[config.mk]
export PLATFORM = sky130hd
export DESIGN_NAME = keypad_entry_ctrl
export DESIGN_NICKNAME = d
export VERILOG_FILES = /design/src/rtl/keypad_entry_ctrl.sv
export SDC_FILE = /design/constraint.sdc
export NUM_CORES = 1
export LEC_CHECK = 0
export ABC_AREA = 1
export BUFFER_PORTS_ARGS = -buffer_cell sky130_fd_sc_hd__buf_2
export CAP_MARGIN = 20
export CORE_ASPECT_RATIO = 1.2
export CORE_UTILIZATION = 60
export DETAILED_ROUTE_END_ITERATION = 16
export GPL_ROUTABILITY_DRIVEN = 1
export PLACE_DENSITY = 0.92
export RECOVER_POWER = 25
export SLEW_MARGIN = 15
export SYNTH_ARGS = -nofsm -noshare
export SYNTH_HDL_FRONTEND = slang
export SYNTH_SLANG_ARGS = --single-unit
[constraint.sdc]
create_clock -name clk -period 4.6 [get_ports clk]
set_input_delay 0.92 -clock clk [delete_from_list [all_inputs] [get_ports clk]]
set_output_delay 0.92 -clock clk [all_outputs]
set_load 0.01 [all_outputs]
[src/rtl/keypad_entry_ctrl.sv]
// Keypad number entry: collects up to MAX_DIGITS decimal digits, converts them to binary on '#'.
// Define KEYPAD_ENTRY_SIGN_EN to make 'A' toggle a sign that the commit applies.
module keypad_entry_ctrl #(
  parameter int MAX_DIGITS = 8
) (
  input  logic        clk,
  input  logic        rst,
  input  logic [7:0]  key_coord,
  input  logic        data_ack,
  output logic [31:0] data_out,
  output logic        data_valid,
  output logic [31:0] bcd_buf,
  output logic [3:0]  digit_cnt,
  output logic        negative,
  output logic        busy
);

  typedef enum logic [1:0] {IDLE, ENTRY, CONVERT, VALID} state_t;

  localparam logic [3:0] MAX_CNT = 4'(MAX_DIGITS);
  localparam logic [3:0] K_A = 4'd10, K_C = 4'd12, K_STAR = 4'd14, K_HASH = 4'd15;

  // {ok, index} for an active-low one-hot nibble; index 0 is 4'b0111
  function automatic logic [2:0] onehot_idx(input logic [3:0] n);
    case (n)
      4'b0111: return 3'b100;
      4'b1011: return 3'b101;
      4'b1101: return 3'b110;
      4'b1110: return 3'b111;
      default: return 3'b000;
    endcase
  endfunction

  // 0-9 are digits; 10..13 = A..D, 14 = '*', 15 = '#'
  function automatic logic [3:0] key_map(input logic [3:0] rc);
    case (rc)
      4'h0: return 4'd1;   4'h1: return 4'd2;  4'h2: return 4'd3;   4'h3: return 4'd10;
      4'h4: return 4'd4;   4'h5: return 4'd5;  4'h6: return 4'd6;   4'h7: return 4'd11;
      4'h8: return 4'd7;   4'h9: return 4'd8;  4'hA: return 4'd9;   4'hB: return 4'd12;
      4'hC: return 4'd14;  4'hD: return 4'd0;  4'hE: return 4'd15;  default: return 4'd13;
    endcase
  endfunction

  state_t      state_q, state_d;
  logic [31:0] bcd_q, bcd_d, acc_q, acc_d, out_q, out_d;
  logic [3:0]  cnt_q, cnt_d, rem_q, rem_d;
  logic        neg_q, neg_d, valid_q, valid_d;

  logic [2:0]  rsel, csel;
  logic        key_vld;
  logic [3:0]  key;
  logic [5:0]  shamt;
  logic [3:0]  conv_digit;

  always_comb begin
    rsel       = onehot_idx(key_coord[7:4]);
    csel       = onehot_idx(key_coord[3:0]);
    key_vld    = rsel[2] & csel[2];
    key        = key_map({rsel[1:0], csel[1:0]});
    // rem_q digits still to convert; the most significant remaining one sits at nibble rem_q-1
    shamt      = {rem_q - 4'd1, 2'b00};
    conv_digit = 4'(bcd_q >> shamt);
  end

  always_comb begin
    state_d = state_q;
    bcd_d   = bcd_q;
    cnt_d   = cnt_q;
    neg_d   = neg_q;
    acc_d   = acc_q;
    rem_d   = rem_q;
    out_d   = out_q;
    valid_d = valid_q;
    case (state_q)
      IDLE, ENTRY: begin
        if (key_vld) begin
          if (key < 4'd10) begin
            if (cnt_q < MAX_CNT) begin
              bcd_d = {bcd_q[27:0], key};
              cnt_d = cnt_q + 4'd1;
            end
            state_d = ENTRY;
          end else if (key == K_STAR && state_q == ENTRY) begin
            bcd_d = bcd_q >> 4;
            cnt_d = cnt_q - 4'd1;
            if (cnt_q == 4'd1) state_d = IDLE;
          end else if (key == K_C) begin
            bcd_d   = '0;
            cnt_d   = '0;
            neg_d   = 1'b0;
            state_d = IDLE;
          end else if (key == K_HASH && state_q == ENTRY) begin
            acc_d   = '0;
            rem_d   = cnt_q;
            state_d = CONVERT;
          end
`ifdef KEYPAD_ENTRY_SIGN_EN
          else if (key == K_A) begin
            neg_d = ~neg_q;
          end
`endif
        end
      end
      CONVERT: begin
        if (rem_q != 4'd0) begin
          acc_d = (acc_q << 3) + (acc_q << 1) + 32'(conv_digit);
          rem_d = rem_q - 4'd1;
        end else begin
`ifdef KEYPAD_ENTRY_SIGN_EN
          out_d = neg_q ? -acc_q : acc_q;
`else
          out_d = acc_q;
`endif
          valid_d = 1'b1;
          state_d = VALID;
        end
      end
      VALID: begin
        if (data_ack) begin
          valid_d = 1'b0;
          bcd_d   = '0;
          cnt_d   = '0;
          neg_d   = 1'b0;
          state_d = IDLE;
        end
      end
      default: state_d = IDLE;
    endcase
  end

  always_ff @(posedge clk or posedge rst) begin
    if (rst) begin
      state_q <= IDLE;
      bcd_q   <= '0;
      cnt_q   <= '0;
      neg_q   <= 1'b0;
      acc_q   <= '0;
      rem_q   <= '0;
      out_q   <= '0;
      valid_q <= 1'b0;
    end else begin
      state_q <= state_d;
      bcd_q   <= bcd_d;
      cnt_q   <= cnt_d;
      neg_q   <= neg_d;
      acc_q   <= acc_d;
      rem_q   <= rem_d;
      out_q   <= out_d;
      valid_q <= valid_d;
    end
  end

  assign data_out   = out_q;
  assign data_valid = valid_q;
  assign bcd_buf    = bcd_q;
  assign digit_cnt  = cnt_q;
  assign negative   = neg_q;
  assign busy       = (state_q == CONVERT) || (state_q == VALID);

endmodule

==> results.cfg <==
[critical_path]
worstPathArrival_ps = 4170
cpMostUsedCell = inv_1
r2r_slack_ps = 670
path_class = reg2reg
cp-start-kind = register
endpoint_kind = register
critical-path-max-stage-delay_ps = 420
crit_chain = inv_1, ha_1, inv_1, o21ai_0, o221a_2, nor3_1, ha_1, ha_1, inv_1, fa_1, inv_1, nand2_1, o21ai_0, a21oi_1, inv_1, a21oi_1, or2_2, nand3_1, nand2_1
slowest_stage = ha_1
crit_required_ps = 4850
worstPathMaxFanout = 12

[clock_tree]
cts_inserted_buffers = 9
clock_sinks = 107
cts_tree = yes
clk_pin_slew_ps = 70
clockRootBuffer = clkbuf_16
h-tree-depth = 3
cts_resized = 0
postCtsSetupBuffers = 0
cts_buffer_depth = 2
cts_hold_buffers = 0
clkLatencyLatePin_ps = 350

[detailed_routing]
vias = 7386
postRouteAntennaNets = 0
routed_wl_um = 19700
firstDrtPassIters = 5
drc = 0
drtIter0Drc = 434
wl_per_cell_um = 15.7
viasPerCell = 5.86

[sta]
period_needed_ps = 3930
final-setup-viol-count = 0
hold_violations = 0
worstMarginPinSlew_ps = 2120
fmax_mhz = 255
rsz0062_at_grt = false
final_max_slew_viol_count = 112
holdWs_ps = 500
maxSlewHeadroom_pct = -41.4
clock_skew_ps = 8.62
tns_ps = 0
fin_crit_sh_pct = 85.4

[synthesis]
synthFlopType = dfrtp_1
syn_inst = 1026
synth_top_family_by_area = simple AND/OR/NAND/NOR gates
avgSynthCellArea_um2 = 7.59
synthArstFlopShare_pct = 100
muxShareOfSynthArea_pct = 4.47
yosys_warnings = 0
synth_compound_area_share_pct = 12.3
synthTopCellsByCount = 269 x nand2_1, 111 x nand3_1, 107 x dfrtp_1
yosys.area_share.simple_pct = 27.8
syn_area_um2 = 7790
yosys.area.top_type = dfrtp_1
synth.ff_latch_count = 107
synth_top_cell_area_share_pct = 34.4
synth.most_common_cell = nand2_1
synth_xor_area_share_pct = 2.25
synth_cell_types = 44
yosysSeqAreaShare_pct = 34.4
netlist_top_cells_area = dfrtp_1 34%, nand2_1 13%, ha_1 11%
synth_fa_ha_area_share_pct = 11.4
syn_nets = 1107
synth-edff-count = 0

[pwr]
p_leak_nw = 4.54
vdd_drop_max_v = 0.000320
powerDensity_nw_per_um2 = 537

[die]
io_pins = 82
row_count = 45
core-area_um2 = 12700
initial_core_util_pct = 61.5
die_h_um = 127
die-area_um2 = 13400
die_w_um = 106

[global_routing]
grt_max_degree = 41
grt_overflow = 0
grt_pass1_wl_um = 33100
antenna_found_initial = 0
track_usage_pct = 30.4
grt_pass1_vias = 7027

[place]
dpl-instance-area_um2 = 8260
hpwl_um = 14500
gp_congestion = 0.966
port_buffers = 80

[cells_and_area]
drive_above_1_share_pct = 15.6
multi_input_area_um2 = 4550
nFillCells = 1091
nets = 1172
diodes = 0
fin_area_um2 = 8540
regArea_um2 = 2680
syn_to_final_growth_pct = 9.69

[outcome]
status = finished, violations left
violations = max-capacitance violations, max-slew violations

[flow_run]
max_cap_viol_count = 3

[min_path]
worst_hold_path_type = reg2reg
[metal layers]
| metal | track usage (%) | up-vias | wire length, um |
|---|---|---|---|
| met5 | 0 | - | 0 |
| met4 | 11.8 | 0 | 605 |
| met3 | 4.11 | 61 | 1290 |
| met2 | 53.9 | 313 | 9940 |
| met1 | 37.2 | 3446 | 7890 |
| li1 | - | 3566 | - |
[per-stage QoR]
| stage | utilization (%) | total power [W] | std cells | worst slack, ps |
|---|---|---|---|---|
| 6_report | 67.4 | 0.00458 | 1260 | 673 |
| 3_3_place_gp | 65.2 | 0.00374 | 1244 | 829 |
| 2_1_floorplan | - | 0.00310 | 1026 | 780 |
| 5_1_grt | 67.4 | 0.00493 | 1260 | 394 |
| 4_1_cts | 67.5 | 0.00457 | 1260 | 728 |
| 3_5_place_dp | 65.2 | 0.00381 | 1244 | 751 |
[flip-flops by register name, indices dropped and copies added, names as in the netlist]
register    cells
rem_q           4
state_q         2
data_out       32
acc_q          32
bcd_buf        32
data_valid      1
digit_cnt       4
[layout by cell type (no fill, tap or decap), types with 2 or more instances in the layout]
| cell type | instances |
|---|---|
| mux2_2 | 30 |
| fa_1 | 2 |
| nand3b_1 | 5 |
| dfrtp_1 | 107 |
| nor2_4 | 5 |
| xor2_1 | 15 |
| nor3_1 | 10 |
| nor4_1 | 2 |
| xnor2_1 | 5 |
| nand4_1 | 6 |
| o22ai_1 | 14 |
| nand2_4 | 2 |
| a21oi_1 | 72 |
| o21ai_1 | 22 |
| buf_2 | 80 |
| o211ai_1 | 4 |
| buf_4 | 10 |
| nor2_1 | 63 |
| o31ai_1 | 2 |
| nand2_2 | 8 |
| inv_1 | 82 |
| o21bai_1 | 7 |
| o21ai_0 | 52 |
| nand3_1 | 110 |
| clkinv_4 | 3 |
| clkbuf_1 | 2 |
| inv_2 | 5 |
| clkbuf_16 | 9 |
| ha_1 | 68 |
| or2_2 | 4 |
| nand3_2 | 4 |
| nand2_1 | 269 |
[where the power goes]
part / leakage (nW) / total (W) / internal [W] / switching, W
clock: 0.141 / 0.000757 / 0.000388 / 0.000369
combinational: 3.19 / 0.00233 / 0.000901 / 0.00142
sequential: 1.22 / 0.00150 / 0.00122 / 0.000277
[critical path: cells and delay by family, from the launching register on]
| kind | cells | cell delay, ps |
|---|---|---|
| compound gates | 5 | 1090 |
| simple gates | 5 | 690 |
| buf+inv | 5 | 520 |
| flops | 1 | 370 |
| fa+ha+maj | 4 | 1150 |
[path summary, 6_finish.rpt]
kind	from	endpoint	cells after the start
setup / recovery	rem_q[1]$_DFFE_PP0P_	acc_q[18]$_DFFE_PP0P_	19
hold / removal	data_out[2]$_DFFE_PP0P_	data_out[2]$_DFFE_PP0P_	2
setup reg to reg	rem_q[1]$_DFFE_PP0P_	acc_q[18]$_DFFE_PP0P_	19
hold reg to reg	data_out[2]$_DFFE_PP0P_	data_out[2]$_DFFE_PP0P_	2
max in group asynchronous	rst	acc_q[24]$_DFFE_PP0P_	3
min in group asynchronous	rst	data_out[7]$_DFFE_PP0P_	2
[kinds of logic after synthesis]
group,after synthesis
fa+ha+maj,70
simple gates,491
mux,31
compound gates,178
flops,107
xor+xnor,20
other cells,1
buf+inv,128
[final cells by class]
type	instances	area share, %
timing repair buffer	92	5.65
clock inverter	6	0.586
multi-input combinational	791	53.2
tap	164	2.40
clock buffer	10	2.80
sequential	107	31.3
inverter	90	4.00
Power figures use the tool's default switching activity.
